==> config.mk <==
export PLATFORM = sky130hd
export DESIGN_NAME = instr_encoder_loader
export DESIGN_NICKNAME = d
export VERILOG_FILES = /design/src/rtl/instr_encoder_loader.sv
export SDC_FILE = /design/constraint.sdc
export NUM_CORES = 1
export LEC_CHECK = 0
export CAP_MARGIN = 15
export CORE_MARGIN = 10
export CORE_UTILIZATION = 54
export CTS_BUF_LIST = sky130_fd_sc_hd__clkbuf_8
export DETAILED_ROUTE_END_ITERATION = 16
export PLACE_DENSITY = 0.9
export SLEW_MARGIN = 20
export SYNTH_ARGS = -nofsm -noshare
export SYNTH_HDL_FRONTEND = slang
export SYNTH_SLANG_ARGS = --single-unit
==> constraint.sdc <==
create_clock -name clk_i -period 3 [get_ports clk_i]
set_input_delay 0.3 -clock clk_i [delete_from_list [all_inputs] [get_ports clk_i]]
set_output_delay 0.3 -clock clk_i [all_outputs]
set_load 0.03 [all_outputs]
==> src/rtl/instr_encoder_loader.sv <==
// Instruction encoder / IMEM loader.
// Encodes decoded instruction fields into RV32I words, buffers them in a small FIFO and
// writes them to consecutive IMEM word addresses starting at a latched base address.
module instr_encoder_loader #(
    parameter int unsigned DEPTH      = 4,
    parameter int unsigned ADDR_WIDTH = 12
) (
    input  logic                  clk_i,
    input  logic                  rst_ni,
    input  logic                  start_i,
    input  logic [ADDR_WIDTH-1:0] base_i,
    input  logic                  valid_i,
    output logic                  ready_o,
    input  logic                  last_i,
    input  logic [2:0]            class_i,
    input  logic [2:0]            alu_i,
    input  logic [2:0]            funct3_i,
    input  logic [4:0]            rd_i,
    input  logic [4:0]            rs1_i,
    input  logic [4:0]            rs2_i,
    input  logic [31:0]           imm_i,
    output logic                  we_o,
    output logic [ADDR_WIDTH-1:0] addr_o,
    output logic [31:0]           wdata_o,
    input  logic                  wr_ready_i,
    output logic                  busy_o,
    output logic                  done_o,
    output logic                  err_o
);

    localparam int unsigned PtrW = $clog2(DEPTH);
    localparam int unsigned CntW = PtrW + 1;

    localparam logic [2:0] ClsR      = 3'd0;
    localparam logic [2:0] ClsIArith = 3'd1;
    localparam logic [2:0] ClsLoad   = 3'd2;
    localparam logic [2:0] ClsStore  = 3'd3;
    localparam logic [2:0] ClsBranch = 3'd4;
    localparam logic [2:0] ClsJal    = 3'd5;
    localparam logic [2:0] ClsJalr   = 3'd6;
    localparam logic [2:0] ClsLui    = 3'd7;

    localparam logic [2:0] AluAdd = 3'b000;
    localparam logic [2:0] AluSub = 3'b001;
    localparam logic [2:0] AluAnd = 3'b010;
    localparam logic [2:0] AluOr  = 3'b011;
    localparam logic [2:0] AluSlt = 3'b101;
    localparam logic [2:0] AluSll = 3'b110;

    localparam logic [6:0] OpcR      = 7'b0110011;
    localparam logic [6:0] OpcImm    = 7'b0010011;
    localparam logic [6:0] OpcLoad   = 7'b0000011;
    localparam logic [6:0] OpcStore  = 7'b0100011;
    localparam logic [6:0] OpcBranch = 7'b1100011;
    localparam logic [6:0] OpcJal    = 7'b1101111;
    localparam logic [6:0] OpcJalr   = 7'b1100111;
    localparam logic [6:0] OpcLui    = 7'b0110111;

    typedef enum logic [1:0] {StIdle, StRun, StDrain, StDone} state_e;

    state_e                state_q, state_d;
    logic [ADDR_WIDTH-1:0] addr_q;
    logic                  err_q;
    logic [31:0]           mem_q [DEPTH];
    logic [PtrW-1:0]       wr_ptr_q, rd_ptr_q;
    logic [CntW-1:0]       count_q, count_d;

    logic        alu_ok;
    logic [2:0]  alu_f3;
    logic        enc_ok;
    logic [31:0] enc_word;
    logic        fits12, fits13, fits21;
    logic        fifo_full, fifo_empty;
    logic        accept, push, pop, start_ok;

    // Low address bits are forced to zero, so they never reach any logic.
    logic unused_base;
    assign unused_base = ^base_i[1:0];

    // Sign-extension checks: all bits above the field's sign bit must match it.
    assign fits12 = (imm_i[31:11] == '0) | (imm_i[31:11] == '1);
    assign fits13 = (imm_i[31:12] == '0) | (imm_i[31:12] == '1);
    assign fits21 = (imm_i[31:20] == '0) | (imm_i[31:20] == '1);

    // Map the ALUControl-style op onto an RV32I funct3 and flag unsupported ops.
    always_comb begin
        alu_ok = 1'b1;
        alu_f3 = 3'b000;
        case (alu_i)
            AluAdd, AluSub: alu_f3 = 3'b000;
            AluAnd:         alu_f3 = 3'b111;
            AluOr:          alu_f3 = 3'b110;
            AluSlt:         alu_f3 = 3'b010;
            AluSll:         alu_f3 = 3'b001;
            default:        alu_ok = 1'b0;
        endcase
    end

    // Build the instruction word and decide whether it is encodable.
    always_comb begin
        enc_ok   = 1'b1;
        enc_word = '0;
        case (class_i)
            ClsR: begin
                enc_ok   = alu_ok;
                enc_word = {(alu_i == AluSub) ? 7'b0100000 : 7'b0000000,
                            rs2_i, rs1_i, alu_f3, rd_i, OpcR};
            end
            ClsIArith: begin
                if (alu_i == AluSll) begin
                    enc_ok   = (imm_i[31:5] == '0);
                    enc_word = {7'b0000000, imm_i[4:0], rs1_i, alu_f3, rd_i, OpcImm};
                end else begin
                    enc_ok   = alu_ok & (alu_i != AluSub) & fits12;
                    enc_word = {imm_i[11:0], rs1_i, alu_f3, rd_i, OpcImm};
                end
            end
            ClsLoad: begin
                enc_ok   = fits12;
                enc_word = {imm_i[11:0], rs1_i, funct3_i, rd_i, OpcLoad};
            end
            ClsStore: begin
                enc_ok   = fits12;
                enc_word = {imm_i[11:5], rs2_i, rs1_i, funct3_i, imm_i[4:0], OpcStore};
            end
            ClsBranch: begin
                enc_ok   = fits13 & ~imm_i[0];
                enc_word = {imm_i[12], imm_i[10:5], rs2_i, rs1_i, funct3_i,
                            imm_i[4:1], imm_i[11], OpcBranch};
            end
            ClsJal: begin
                enc_ok   = fits21 & ~imm_i[0];
                enc_word = {imm_i[20], imm_i[10:1], imm_i[11], imm_i[19:12], rd_i, OpcJal};
            end
            ClsJalr: begin
                enc_ok   = fits12;
                enc_word = {imm_i[11:0], rs1_i, 3'b000, rd_i, OpcJalr};
            end
            ClsLui: begin
                enc_ok   = (imm_i[11:0] == '0);
                enc_word = {imm_i[31:12], rd_i, OpcLui};
            end
            default: ;
        endcase
    end

    assign fifo_full  = (count_q == CntW'(DEPTH));
    assign fifo_empty = (count_q == '0);

    assign ready_o  = (state_q == StRun) & ~fifo_full;
    assign accept   = valid_i & ready_o;
    // Rejected instructions are still consumed, they just never reach the FIFO.
    assign push     = accept & enc_ok;
    assign we_o     = ~fifo_empty;
    assign pop      = we_o & wr_ready_i;
    assign start_ok = start_i & ((state_q == StIdle) | (state_q == StDone));

    assign addr_o  = addr_q;
    assign wdata_o = fifo_empty ? 32'h0 : mem_q[rd_ptr_q];
    assign busy_o  = (state_q == StRun) | (state_q == StDrain);
    assign done_o  = (state_q == StDone);
    assign err_o   = err_q;

    // Next-state logic for the load sequence.
    always_comb begin
        state_d = state_q;
        case (state_q)
            StIdle:  if (start_ok) state_d = StRun;
            StRun:   if (accept && last_i) state_d = StDrain;
            StDrain: if (fifo_empty) state_d = StDone;
            StDone:  if (start_ok) state_d = StRun;
            default: state_d = StIdle;
        endcase
    end

    // FIFO occupancy after this cycle's push/pop.
    always_comb begin
        count_d = count_q;
        case ({push, pop})
            2'b10:   count_d = count_q + CntW'(1);
            2'b01:   count_d = count_q - CntW'(1);
            default: count_d = count_q;
        endcase
    end

    // State, address, sticky error and FIFO pointer registers.
    always_ff @(posedge clk_i or negedge rst_ni) begin
        if (!rst_ni) begin
            state_q  <= StIdle;
            addr_q   <= '0;
            err_q    <= 1'b0;
            wr_ptr_q <= '0;
            rd_ptr_q <= '0;
            count_q  <= '0;
        end else begin
            state_q <= state_d;
            count_q <= count_d;
            if (push) wr_ptr_q <= wr_ptr_q + PtrW'(1);
            if (pop)  rd_ptr_q <= rd_ptr_q + PtrW'(1);
            if (start_ok) begin
                addr_q <= {base_i[ADDR_WIDTH-1:2], 2'b00};
            end else if (pop) begin
                addr_q <= addr_q + ADDR_WIDTH'(4);
            end
            if (start_ok) begin
                err_q <= 1'b0;
            end else if (accept && !enc_ok) begin
                err_q <= 1'b1;
            end
        end
    end

    // FIFO storage; contents are only meaningful between the pointers, so no reset.
    always_ff @(posedge clk_i) begin
        if (push) mem_q[wr_ptr_q] <= enc_word;
    end

endmodule

==> reports/results.txt, run 1 <==
status = complete, no violations
WP data required = 2.70 ns
PD cells = 835 nW/um2
Worst-Margin Slew = 0.903 ns
area delta synth->final = 29.8%
Residual DRC = 0
initial antenna violation count = 0
Die ar. = 17200 um2
synth unique cells = 59
maximum fanout along the worst path = 22
number of synthesized flops with an enable pin = 120
Num CTS Buffers = 17
Stages on worst setup path = 4
Synth Register Bits = 140
Core ar. = 12100 um2
mapped cell area = 6680 um2
R2R Setup Slk = 0.54 ns
unrepaired setup endpoints after global routing = no
vias in the first global route = 4681
clock-pin slew on the worst setup and hold paths = 0.07 ns
Final ANT Viol Nets = 0
# fillers = 810
grt ovf = 0
dpl hpwl = 11600 um
Post-Synth Simple-Gate Area = 11.9%
Leak Pwr = 3.06 nW
XOR/XNOR Fraction of Synth Area = 2.36%
Worst setup EP type = output port
post-place setup slack = -0.128 ns
Initial Utilization = 55.4%
CP max stage cell = clkdlybuf4s50_1
final setup vio count = 0
pin count of the biggest net entering global routing = 33
clk root buf = clkbuf_8
vias per inst = 5.76
Worst-Skew Late Latency = 0.43 ns
delay-heaviest family, CP = buffers and inverters
Worst Setup SP = count_q[2]
layout cells sized above 1 = 17.9%
width of the die = 131 um
Setup crit end = wdata_o[18]
largest family of logic cells by synthesized area = multiplexers
Final GP Congestion = 0.857
setup ws final = 0.172 ns
Synth Flop Type = edfxtp_1
Tmin final = 2.83 ns
Adder-Cell Fraction of Synth Area = 1.99%
hold crit path type = in2async
Final Util = 71.9%
deepest clock path buffer count = 2
CP arrival = 2.53 ns
Layout Nets = 702
max-slew violation count = 0
via count = 4606
total wire length = 16200 um
area of the multi-input gates = 2370 um2
Seq/Total Area, Yosys = 61.4%
worst clock skew = 0.00899 ns
Final Hold Fails = 0
max_slew headroom = 39.6%
register area = 4110 um2
gr usage total = 19.0%
Final Total Pwr = 7.24 mW
crit start category = register
n_diodes = 0
fin area = 8670 um2
I/O pins = 123
drt wl/cell = 20.2 um
yosys warns = 0
post-CTS sizing = 0
r2r startpoint = count_q[2]
Worst path max stage delay = 0.61 ns
complex-gate fraction of the synthesized area = 6.59%
reg-to-reg endpoint = count_q[2]
async set-reset flop share out of synthesis = 14.3%
DRT iter0 DRCs = 442
# port buffers = 118
fmax = 354 MHz
Max-Cap Viols = 0
reg2reg path depth = 8
postcts setup bufs = 0
Tcrit/Tclk final = 94.3%
DR pass1 iterations = 5
first-pass GRT wire length = 25700 um
FP Rows = 40
multiplexer share of the synthesized area = 12.6%
kind of critical path = reg2out
synthesized instance count = 477
CTS tree = yes
htree depth = 4
Post-Syn Area per Cell = 14.0 um2
Worst VDD drop = 0.000537 V
critical path, cell by cell = or3_1 > buf_4 > and2_1 > clkdlybuf4s50_1
die span in y = 131 um
clk sinks = 140
hold-fix buffers at CTS = 0
crit path buf inv count = 2
Fin Hold WS = 0.379 ns
placed cell areas = 8260 um2
==> per-stage QoR <==
stage	instances	setup TNS [ns]
floorplan	478	0
global placement	767	-0.0466
detailed placement	767	-0.128
CTS	799	0
global route	799	0
finish	799	0
==> area by class of cell <==
type                    count  share of cell area, %
flip-flops and latches    140                   47.4
clock inverters            15                   2.02
multi-input cells         295                   27.4
inverters                  12                  0.520
clock buffers              17                   2.70
repair buffers            152                   17.6
well taps                 168                   2.42
==> cells in the mapped netlist (2+ instances only) <==
library cell	count	share of area, %
nor2_1	15	0.84
xor2_1	11	1.4
a22oi_1	5	0.56
xnor2_1	7	0.92
and3_1	4	0.37
buf_2	6	0.45
ha_1	9	1.7
o21ai_0	27	2.0
buf_4	5	0.56
mux4_2	30	10
nand4_1	8	0.75
nor3b_1	2	0.22
nor3_1	5	0.37
and2_2	3	0.34
a22o_1	6	0.79
a31oi_1	4	0.37
nor2b_1	4	0.37
nand2_1	47	2.6
clkbuf_1	16	0.90
and2_1	33	3.1
mux2i_1	14	2.1
buf_1	2	0.11
o21ai_2	2	0.26
nand3_1	9	0.67
edfxtp_1	120	54
o211ai_1	5	0.56
dfrtp_1	20	7.5
nor4_1	5	0.47
inv_1	12	0.67
o22ai_1	5	0.47
a21oi_1	8	0.60
==> cell usage in the layout (no fill, tap or decap), types with 2 or more instances in the layout <==
master and n:
a21oi_1 8, a22o_1 6, a22oi_1 5, a31oi_1 4, and2_1 33, and2_2 3, and3_1 4, buf_12 7
buf_4 27, bufinv_16 3, clkbuf_8 17, clkdlybuf4s50_1 118, clkinv_2 2, clkinv_4 2, clkinvlp_4 6, conb_1 2
dfrtp_1 19, edfxtp_1 120, ha_1 9, inv_1 13, mux2i_1 14, mux4_2 30, nand2_1 47, nand3_1 9
nand4_1 8, nor2_1 15, nor2b_1 4, nor3_1 5, nor3b_1 2, nor4_1 5, o211ai_1 5, o21ai_0 27
o21ai_2 2, o22ai_1 5, xnor2_1 7, xor2_1 11
==> sequential cells by signal (all words and copies together) (netlist names) <==
| register | flops |
|---|---|
| state_q | 2 |
| addr_o | 10 |
| rd_ptr_q | 2 |
| count_q | 3 |
| wr_ptr_q | 2 |
| err_o | 1 |
| mem_q | 120 |
==> worst min-delay path by stage <==
stage,slack (ns),depth (start not counted),start,endpoint
floorplan,0.004,0,rst_ni,addr_o[10]
global placement,0.47,1,count_q[2],count_q[2]
detailed placement,0.49,1,count_q[0],count_q[0]
CTS,0.37,1,rst_ni,addr_o[3]
global route,0.41,3,base_i[5],addr_o[5]
finish,0.38,1,rst_ni,addr_o[11]
==> power by group <==
| group | leakage, nW | internal [mW] | switching, mW |
|---|---|---|---|
| Sequential | 1.32 | 2.29 | 0.133 |
| Combinational | 1.55 | 1.49 | 1.79 |
| Clock | 0.191 | 0.818 | 0.708 |
| Total | 3.06 | 4.60 | 2.63 |
==> metal layers <==
metal / part of all wire (%) / global-route usage, % / vias up
met5: 0 / 0 / -
met4: 2.9 / 7.88 / 0
met3: 8.3 / 5.45 / 45
met2: 51 / 31.6 / 223
met1: 38 / 22.7 / 2253
li1: - / - / 2085
==> worst register-to-register path, cell delays in order (launching register included) <==
cell and delay [ns]:
dfrtp_1 0.39, or3_1 0.42, and2_1 0.46, ha_1 0.27, inv_1 0.06, fa_1 0.37
xor2_1 0.15, nor2_1 0.12, xor2_1 0.15
==> cell families (layout without fill, tap and decap cells) <==
family	after synthesis	after routing
simple gates	149	149
flops	140	140
compound gates	70	70
mux	46	46
buf+inv	43	196
xor+xnor	18	18
fa+ha+maj	10	10
other cells	1	2
Note: power is estimated with default switching activity, not from simulation.
==> run 2, diff against run 1 <==
--- a/config.mk
+++ b/config.mk
@@ -7,10 +7,10 @@
 export LEC_CHECK = 0
 export CAP_MARGIN = 15
 export CORE_MARGIN = 10
-export CORE_UTILIZATION = 54
-export CTS_BUF_LIST = sky130_fd_sc_hd__clkbuf_8
+export CORE_UTILIZATION = 53
+export CTS_BUF_LIST = sky130_fd_sc_hd__clkbuf_4 sky130_fd_sc_hd__clkbuf_8 sky130_fd_sc_hd__clkbuf_16
 export DETAILED_ROUTE_END_ITERATION = 16
-export PLACE_DENSITY = 0.9
+export PLACE_DENSITY = 0.89
 export SLEW_MARGIN = 20
 export SYNTH_ARGS = -nofsm -noshare
 export SYNTH_HDL_FRONTEND = slang
==> reports/results.txt, run 2 (synthesis results as in run 1) <==
post-route non-filler standard cell count = 803
status = complete, no violations
area delta synth->final = 32.3%
Final GP Congestion = 0.888
initial antenna violation count = 0
Final ANT Viol Nets = 0
post-CTS sizing = 0
deepest clock path buffer count = 2
Max-Cap Viols = 0
width of the die = 132 um
postcts setup bufs = 0
max-slew violation count = 0
Final Util = 72.7%
delay-heaviest family, CP = buffers and inverters
first-pass GRT wire length = 26500 um
Initial Utilization = 54.9%
CP max stage cell = clkdlybuf4s50_1
max_slew headroom = 39.7%
kind of critical path = reg2out
gr usage total = 19.3%
most common cell after layout, fill and taps aside = edfxtp_1
total wire length = 16700 um
Final Hold Fails = 0
Worst setup EP type = output port
max reg flops = 120
hold-fix buffers at CTS = 0
clk sinks = 140
final setup vio count = 0
maximum fanout along the worst path = 14
I/O pins = 123
htree depth = 4
Die ar. = 17500 um2
setup_tns = 0 ns
critical path, cell by cell = buf_12 > mux4_2 > and2_1 > clkdlybuf4s50_1
setup ws final = 0.149 ns
Worst-Margin Slew = 0.902 ns
CP arrival = 2.55 ns
worst clock skew = 0.00824 ns
post-place setup slack = -0.0700 ns
Layout Nets = 706
Residual DRC = 0
vias per inst = 5.79
grt ovf = 0
CTS tree = yes
FP Rows = 40
pin count of the biggest net entering global routing = 32
PD cells = 874 nW/um2
Core ar. = 12200 um2
layout cells sized above 1 = 18.1%
Worst VDD drop = 0.000420 V
most frequent cells in the layout = edfxtp_1, clkdlybuf4s50_1, nand2_1
Inst Count DP = 771
Biggest register = mem_q
crit path buf inv count = 2
drt wl/cell = 20.8 um
Tcrit/Tclk final = 95.0%
hold crit path type = in2async
unrepaired setup endpoints after global routing = no
DR pass1 iterations = 5
crit start category = register
Leak Pwr = 3.17 nW
Fin Hold WS = 0.392 ns
DRT iter0 DRCs = 318
die span in y = 132 um
n_diodes = 0
Num CTS Buffers = 17
dpl hpwl = 12000 um
Worst path max stage delay = 0.64 ns
vias in the first global route = 4935
via count = 4647
# port buffers = 118
fmax = 351 MHz
clock-pin slew on the worst setup and hold paths = 0.06 ns
clk root buf = clkbuf_16
Tmin final = 2.85 ns
WP data required = 2.70 ns
Worst-Skew Late Latency = 0.42 ns
run 2: cell count changes in the layout (fill, tap and decap cells not counted):
| cell | before | now |
|---|---|---|
| bufinv_16 | 3 | 1 |
| clkinv_4 | 2 | 3 |
| inv_1 | 13 | 12 |
| clkinvlp_4 | 6 | 2 |
| buf_4 | 27 | 31 |
| clkbuf_4 | 0 | 4 |
| clkinv_2 | 2 | 1 |
| clkbuf_8 | 17 | 0 |
| clkbuf_16 | 0 | 17 |
| clkinv_1 | 0 | 3 |
run 2: layout make-up:
type / count / area, um2
Tap cell: 168 / 210
Fill cell: 780 / 3320
Clock buffer: 21 / 455
Sequential cell: 140 / 4110
Clock inverter: 11 / 96.3
Multi-Input combinational cell: 295 / 2370
Timing Repair Buffer: 156 / 1550
Inverter: 12 / 45.0
run 2: per-stage QoR:
stage          power [mW]  instance area, um2
2_1_floorplan        4.53                6680
4_1_cts              7.82                8840
6_report             7.73                8840
3_5_place_dp         5.85                8290
5_1_grt              8.11                8840
3_3_place_gp         5.75                8290
run 2: power breakdown:
part / switching [mW] / internal, mW
clock network: 0.759 / 1.17
registers: 0.171 / 2.30
logic: 1.79 / 1.54
run 2: per-layer routing:
layer | vias to the layer above | global-route usage (%) | wire length, um
li1 | 2094 | - | -
met1 | 2304 | 23.1 | 6630
met2 | 216 | 32.4 | 8600
met3 | 33 | 6.06 | 1160
met4 | 0 | 6.42 | 295
met5 | - | 0 | 0
run 2: final timing paths:
path	from	to	slack, ns	cells after the start
max in group asynchronous	rst_ni	rd_ptr_q[0]	1.99	1
setup reg to reg	state_q[1]	count_q[1]	0.65	11
setup / recovery	rd_ptr_q[0]	wdata_o[15]	0.15	4
hold reg to reg	count_q[2]	count_q[2]	0.50	1
hold / removal	rst_ni	addr_o[9]	0.39	1
min in group clk_i	base_i[11]	addr_o[11]	0.44	3
run 2: worst register-to-register path: cells and delay by family, from the launching register on:
| kind | cells | cell delay, ns |
|---|---|---|
| buf+inv | 4 | 0.26 |
| mux | 1 | 0.16 |
| fa+ha+maj | 3 | 0.81 |
| simple gates | 2 | 0.32 |
| compound gates | 1 | 0.32 |
| flops | 1 | 0.40 |
==> run 3, diff against run 2 <==
==> constraint.sdc (replaced) <==
create_clock -name clk_i -period 2.7 [get_ports clk_i]
set_input_delay 0.27 -clock clk_i [delete_from_list [all_inputs] [get_ports clk_i]]
set_output_delay 0.27 -clock clk_i [all_outputs]
set_load 0.03 [all_outputs]
==> reports/results.txt, run 3 (synthesis results as in run 1) <==
status = complete, no violations
setup_tns = 0 ns
critical path, cell by cell = buf_4 > mux4_2 > and2_1 > clkdlybuf4s50_1
hold crit path type = in2async
area delta synth->final = 35.6%
Num CTS Buffers = 17
CP arrival = 2.34 ns
max-slew violation count = 0
# fillers = 763
Final Total Pwr = 8.83 mW
Final ANT Viol Nets = 0
Final Hold Fails = 0
postcts setup bufs = 0
initial antenna violation count = 0
clock-pin slew on the worst setup and hold paths = 0.06 ns
deepest clock path buffer count = 2
Biggest register = mem_q
Worst VDD drop = 0.000579 V
vias in the first global route = 4945
most frequent cells in the layout = edfxtp_1, clkdlybuf4s50_1, buf_4
Final GP Congestion = 0.936
width of the die = 132 um
FP Rows = 40
kind of critical path = reg2out
Max-Cap Viols = 0
Tcrit/Tclk final = 96.7%
unrepaired setup endpoints after global routing = no
Worst path max stage delay = 0.59 ns
drt wl/cell = 20.5 um
clk root buf = clkbuf_16
n_diodes = 0
crit start category = register
DRT iter0 DRCs = 368
CTS tree = yes
# port buffers = 118
Leak Pwr = 3.39 nW
post-route non-filler standard cell count = 824
I/O pins = 123
layout cells sized above 1 = 21.6%
via count = 4597
gr usage total = 19.5%
Die ar. = 17500 um2
maximum fanout along the worst path = 11
Inst Count DP = 792
Core ar. = 12200 um2
CP max stage cell = clkdlybuf4s50_1
Layout Nets = 727
grt ovf = 0
most common cell after layout, fill and taps aside = edfxtp_1
Initial Utilization = 54.9%
final setup vio count = 0
htree depth = 4
die span in y = 132 um
total wire length = 16900 um
Residual DRC = 0
dpl hpwl = 12400 um
max_slew headroom = 40.5%
max reg flops = 120
WP data required = 2.43 ns
first-pass GRT wire length = 26900 um
Worst setup EP type = output port
DR pass1 iterations = 5
Worst-Margin Slew = 0.890 ns
PD cells = 975 nW/um2
worst clock skew = 0.00574 ns
vias per inst = 5.58
Worst-Skew Late Latency = 0.42 ns
pin count of the biggest net entering global routing = 22
fmax = 383 MHz
clk sinks = 140
Tmin final = 2.61 ns
## run 3: critical path: cells and delay by family, from the launching register on
| kind | cells | cell delay, ns |
|---|---|---|
| buffers and inverters | 2 | 0.85 |
| muxes | 1 | 0.51 |
| DFF | 1 | 0.39 |
| and+or+nand+nor | 1 | 0.17 |
## run 3: timing repair
| action | in CTS | in global routing |
|---|---|---|
| resized for setup | 1 | 10 |
| setup endpoints to repair | 1 | 9 |
| hold endpoints to repair | 0 | 0 |
| hold buffers | 0 | 0 |
| gates cloned | 0 | 0 |
## run 3: worst paths after layout
kind,from,end,slack [ns],depth (start not counted)
setup / recovery,rd_ptr_q[0],wdata_o[24],0.09,4
setup reg to reg,state_q[1],count_q[2],0.42,13
min in group clk_i,base_i[11],addr_o[11],0.41,3
max in group asynchronous,rst_ni,rd_ptr_q[0],1.74,1
hold reg to reg,count_q[0],count_q[0],0.51,1
hold / removal,rst_ni,addr_o[7],0.36,1
## run 3: per-layer routing
layer  vias to the layer above  wire length (um)  GRT usage [%]
met1                      2248              6920           23.8
met4                         0               370           8.50
met3                        28              1110           4.92
met5                         -                 0              0
met2                       179              8490           32.1
li1                       2142                 -              -
## run 3: cell type report
| type | count | area, um2 | share of cell area, % |
|---|---|---|---|
| flip-flops and latches | 140 | 4110 | 45.3 |
| multi-input cells | 295 | 2380 | 26.2 |
| repair buffers | 177 | 1710 | 18.9 |
| clock buffers | 17 | 425 | 4.70 |
| well taps | 168 | 210 | 2.32 |
| clock inverters | 15 | 189 | 2.09 |
| inverters | 12 | 45.0 | 0.497 |
## run 3: per-stage QoR
stage                     hold slack, ns  util (%)  instance area [um2]  setup WS (ns)
after floorplan                  -0.0256         -                 6690         0.0822
after global placement             0.476      69.2                 8420         -0.282
after detailed placement           0.488      69.2                 8420         -0.319
after CTS                          0.374      74.3                 9030        0.00287
after global routing               0.412      74.5                 9060        0.00268
final                              0.358      74.5                 9060         0.0891
## run 3: power by group
part	total (mW)	switching, mW	internal [mW]
sequential	2.71	0.161	2.55
clock	2.40	0.932	1.47
combinational	3.72	2.02	1.70
total	8.83	3.11	5.72
==> patch 1 (flow settings as in run 1) <==
The parameter `ADDR_WIDTH` goes from 12 to 11.
--- a/src/rtl/instr_encoder_loader.sv
+++ b/src/rtl/instr_encoder_loader.sv
@@ -3,7 +3,7 @@
 // writes them to consecutive IMEM word addresses starting at a latched base address.
 module instr_encoder_loader #(
     parameter int unsigned DEPTH      = 4,
-    parameter int unsigned ADDR_WIDTH = 12
+    parameter int unsigned ADDR_WIDTH = 11
 ) (
     input  logic                  clk_i,
     input  logic                  rst_ni,
Ports: changed (resized addr_o and base_i); port bits go from 123 to 121. The function was not compared with the original's and may differ.
==> patch 1 against run 1 <==
Worst setup slack better by 30 ps. Non-clock buffer count fell by 4. Via count rose by 1.0%. Largest cell class unchanged. Final area rose by 0.58%. Power grew 2.8%. Sequential share of layout area is 0.56 points lower. Global-route usage rose by 0.89 points. Wire length increased by 5.6%. Combinational power is essentially flat. Sequential cell count down 1. Critical path type unchanged. Area after synthesis grew 0.34%. Register-to-register slack improved by 20 ps.
==> patch 1: results (changes against run 1) <==
[setup_path]
r2r_slack_ps=560  ; was 540 ps
rr_worst_depth=9  ; was 8
critPathTopFamily=buffers and inverters  ; unchanged
slowest_stage=or3_1  ; was clkdlybuf4s50_1
rr_endpoint=count_q[1]$_DFFE_PN0P_  ; was count_q[2]$_DFFE_PN0P_
crit_arrival_ps=2500  ; was 2530 ps
regToRegStartpoint=state_q[1]$_DFFE_PN0P_  ; was count_q[2]$_DFFE_PN0P_
critPathMaxFanout=23  ; was 22

[placed_design]
routabilityCongestion=0.899  ; was 0.857
hpwl_um=12300  ; was 11600 um
place_area_mm2=0.00826  ; about the same
dp_slack_ps=-36.3  ; was -128 ps
io_buffer_count=116  ; was 118

[route]
first_iter_violations=454  ; was 442
dr.pass1.iters=5  ; unchanged
vias_per_cell=5.87  ; was 5.76
ant_nets=0  ; unchanged
routed_wirelength_um=17100  ; was 16200 um

[logic_synthesis]
synth-async-reset-ratio_pct=13.7  ; was 14.3%
synth.yosys.seq_area_share_pct=60.9  ; was 61.4%
synth-main-ff-cell=edfxtp_1  ; unchanged
synth_edf_count=120  ; unchanged
ys_types=56  ; was 59
ys_top_cells_by_area=edfxtp_1 (54%), mux4_2 (10%), dfrtp_1 (7.1%)  ; was edfxtp_1 (54%), mux4_2 (10%), dfrtp_1 (7.5%)
synthTopCellsByCount=edfxtp_1 (120), nand2_1 (37), and2_1 (31), mux4_2 (31), o21ai_0 (26)  ; was edfxtp_1 (120), nand2_1 (47), and2_1 (33), mux4_2 (30), o21ai_0 (27)
yosysWarnings=0  ; unchanged

[global_routing]
grt_pass1_vias=4972  ; was 4681
grt_pass1_wl_um=27100  ; was 25700 um
track_usage_pct=19.9  ; was 19.0%
antenna_found_initial=0  ; unchanged
grt_max_degree=24  ; was 33

[final_layout]
layout.nets=695  ; was 702
top_register=mem_q  ; unchanged
diodes=0  ; unchanged
drive_above_1_share_pct=18.4  ; was 17.9%
fillers=758  ; was 810

[clocking]
clockBufferDepth=2  ; unchanged
cts_resized=0  ; unchanged
clk_latency_ps=430  ; about the same
root_buffer=clkbuf_8  ; unchanged
htreeDepth=4  ; unchanged
numCtsBuffers=17  ; unchanged

[run_status]
status=complete, no violations  ; unchanged

[sta]
tightest_slew_ps=912  ; was 903 ps
clock_skew_ps=9.68  ; was 8.99 ps
fin_hold_ws_ps=378  ; was 379 ps
min_period_over_period_pct=93.3  ; was 94.3%

[pwr]
peakVddDrop_uv=489  ; was 537 uV
power.leakage_uw=0.00309  ; was 0.00306 uW

[min_path]
hold_path_class=primary input to asynchronous set/reset pin  ; unchanged

-- patch 1: cell count changes in the layout (fill, tap and decap cells not counted), moves of 4 or more --
cell and change:
clkinvlp_4 -4, mux2_2 +4, nand2_1 -10, nand3_1 -7, nor2b_2 +4, o31ai_1 +4
-- patch 1: cells by family after synthesis --
logic type | after synthesis | synth area share (%)
buffers and inverters | 45 | 2.93
AOI/OAI and AO/OA | 76 | 7.60
xor gates and xnor gates | 16 | 2.09
and+or+nand+nor | 135 | 10.9
other | 1 | 0.0559
DFF | 139 | 60.9
adders and majority gates | 10 | 1.98
muxes | 51 | 13.6
-- patch 1: cell type report --
class                   instances  share of cell area [%]
flip-flops and latches        139                    46.8
multi-input cells             290                    28.0
repair buffers                148                    16.8
clock buffers                  17                    2.68
clock inverters                15                    2.63
well taps                     168                    2.41
inverters                      16                   0.689
-- patch 1: routing by layer --
metal	share of wire [%]	global-route usage (%)	vias up
met1	38	22.7	2289
met5	0	0	-
met3	8.2	5.91	38
li1	-	-	2081
met2	52	34.2	246
met4	2.2	8.10	0
-- patch 1: where the power goes --
| group | internal [uW] | switching [uW] |
|---|---|---|
| logic | 1500 | 1780 |
| clock network | 1060 | 684 |
| registers | 2270 | 142 |
-- patch 1: metrics by stage --
step                utilization, %  cells  total power, uW
floorplan                        -    474             4490
finish                        72.3    793             7440
global placement              68.4    761             5650
global route                  72.3    793             7780
CTS                           72.3    793             7500
detailed placement            68.4    761             5760
-- patch 1: worst max path at each step --
stage	startpoint	to
2_1_floorplan	imm_i[6]	mem_q[0][10]$_DFFE_PP_
3_3_place_gp	imm_i[6]	count_q[2]$_DFFE_PN0P_
3_5_place_dp	imm_i[6]	count_q[2]$_DFFE_PN0P_
4_1_cts	count_q[1]$_DFFE_PN0P_	wdata_o[3]
5_1_grt	rd_ptr_q[0]$_DFFE_PN0P_	wdata_o[24]
6_report	count_q[1]$_DFFE_PN0P_	wdata_o[2]
==> patch 2 (settings of run 1) <==
Made on the original files. Re-encode `state_e` (4 states) as one-hot, 4 bits wide.
--- a/src/rtl/instr_encoder_loader.sv
+++ b/src/rtl/instr_encoder_loader.sv
@@ -56,7 +56,7 @@
     localparam logic [6:0] OpcJalr   = 7'b1100111;
     localparam logic [6:0] OpcLui    = 7'b0110111;
 
-    typedef enum logic [1:0] {StIdle, StRun, StDrain, StDone} state_e;
+    typedef enum logic [3:0] {StIdle = 4'b0001, StRun = 4'b0010, StDrain = 4'b0100, StDone = 4'b1000} state_e;
 
     state_e                state_q, state_d;
     logic [ADDR_WIDTH-1:0] addr_q;
Function: same outputs for any inputs over 4 cycles, from zero or initial values and one cycle with rst_ni low; so few cycles prove little.
==> patch 2 against run 1 <==
Sequential cell count is 2 higher. Final area rose by 1.9%. Cell count up 0.75%. Worst setup slack improved by 110 ps. Sequential share of layout area down 0.31 points. Area after synthesis increased by 1.1%. Wire length increased by 3.7%. First-iteration DRC count down 13%. Power decreased by 1.3%.
==> patch 2: results (changes against run 1) <==
[placed_design]
place_area_mm2=0.00842  ; was 0.00826 mm2
placed_cells=772  ; was 767
hpwl_um=12300  ; was 11600 um
dp_slack_ps=-132  ; was -128 ps
routabilityCongestion=0.912  ; was 0.857

[run_status]
status=complete, no violations  ; unchanged

[logic_synthesis]
synth.yosys.seq_area_share_pct=61.5  ; was 61.4%
synth-async-reset-ratio_pct=15.5  ; was 14.3%
ys_top_cells_by_area=edfxtp_1 (53%), mux4_2 (10%), dfrtp_1 (7.8%)  ; was edfxtp_1 (54%), mux4_2 (10%), dfrtp_1 (7.5%)
synthTopCellsByCount=edfxtp_1 (120), nor2b_1 (32), mux4_2 (31), nor2_1 (29), nand2_1 (27)  ; was edfxtp_1 (120), nand2_1 (47), and2_1 (33), mux4_2 (30), o21ai_0 (27)
ys_types=53  ; was 59

[pwr]
p_seq_share_pct=34.4  ; was 33.5%
p_switching_uw=2580  ; was 2630 uW
p_comb_uw=3160  ; was 3280 uW
pwr-share-clk_pct=21.4  ; was 21.1%

[global_routing]
track_usage_pct=19.4  ; was 19.0%
grt_pass1_wl_um=26700  ; was 25700 um
grt_pass1_vias=4840  ; was 4681

[final_layout]
layout.nets=705  ; was 702
multi_input_area_mm2=0.00243  ; was 0.00237 mm2
n_all_buffers=158  ; was 152
regArea_mm2=0.00416  ; was 0.00411 mm2
multi_input_cells=294  ; was 295
fillers=797  ; was 810
finish.instance_area_mm2=0.00883  ; was 0.00867 mm2
post-route-util_pct=72.9  ; was 71.9%
nNonClkInverters=11  ; was 12
design.seq.count=142  ; was 140
area_share_nonclk_buffers_pct=18.0  ; was 17.6%
clk_share_pct=4.62  ; was 4.72%

[route]
wl_met1_um=6600  ; was 6170 um
wl_per_cell_um=20.8  ; was 20.2 um
first_iter_violations=383  ; was 442
wl_met3_um=1360  ; was 1350 um
wl_met2_um=8600  ; was 8170 um

[sta]
clock_skew_ps=10.7  ; was 8.99 ps

[setup_path]
critPathMaxFanout=32  ; was 22

==> patch 2: cell types whose count changed in the layout (fill, tap and decap cells not counted), sizes merged, moves of 12 or more <==
| cell | run 1 | this run |
|---|---|---|
| and2 | 36 | 6 |
| nor2 | 17 | 29 |
| o21ai | 30 | 14 |
| nor2b | 5 | 32 |
| a21oi | 8 | 23 |
| nand2 | 48 | 27 |
==> patch 2: worst reg2reg max path: cells and delay by family (launching register included) <==
kind	cells	cell delay (ps)
flip-flops	1	460
adder cells (fa/ha/maj)	2	380
XOR/XNOR	2	290
AO/OA/AOI/OAI	2	390
buffers and inverters	2	140
AND/OR/NAND/NOR	3	850
==> patch 2: per-layer routing <==
layer / up-vias / track usage (%)
li1: 2123 / -
met1: 2310 / 23.4
met2: 232 / 33.1
met3: 21 / 5.75
met4: 0 / 5.13
met5: - / 0
==> patch 2: logic make-up after synthesis <==
family | after synthesis | share of synthesized area [%]
AO/OA/AOI/OAI | 72 | 7.19
multiplexers | 51 | 13.5
buffers and inverters | 43 | 2.76
XOR/XNOR | 19 | 2.46
flip-flops | 142 | 61.5
AND/OR/NAND/NOR | 143 | 11.1
adder cells (fa/ha/maj) | 7 | 1.41
other | 1 | 0.0555
==> patch 2: final timing paths <==
path,start,endpoint,slack [ps],cells after the start
worst max-delay path,rd_ptr_q[0]$_DFFE_PN0P_,wdata_o[13],280,4
worst min-delay path,rst_ni,state_q[3]$_DFFE_PN0P_,360,2
worst max register to register,state_q[3]$_DFFE_PN0P_,count_q[2]$_DFFE_PN0P_,370,11
worst min register to register,count_q[0]$_DFFE_PN0P_,count_q[0]$_DFFE_PN0P_,530,1
max in group asynchronous,rst_ni,rd_ptr_q[0]$_DFFE_PN0P_,2270,2
min in group clk_i,base_i[11],addr_o[11]$_DFFE_PN0P_,450,3
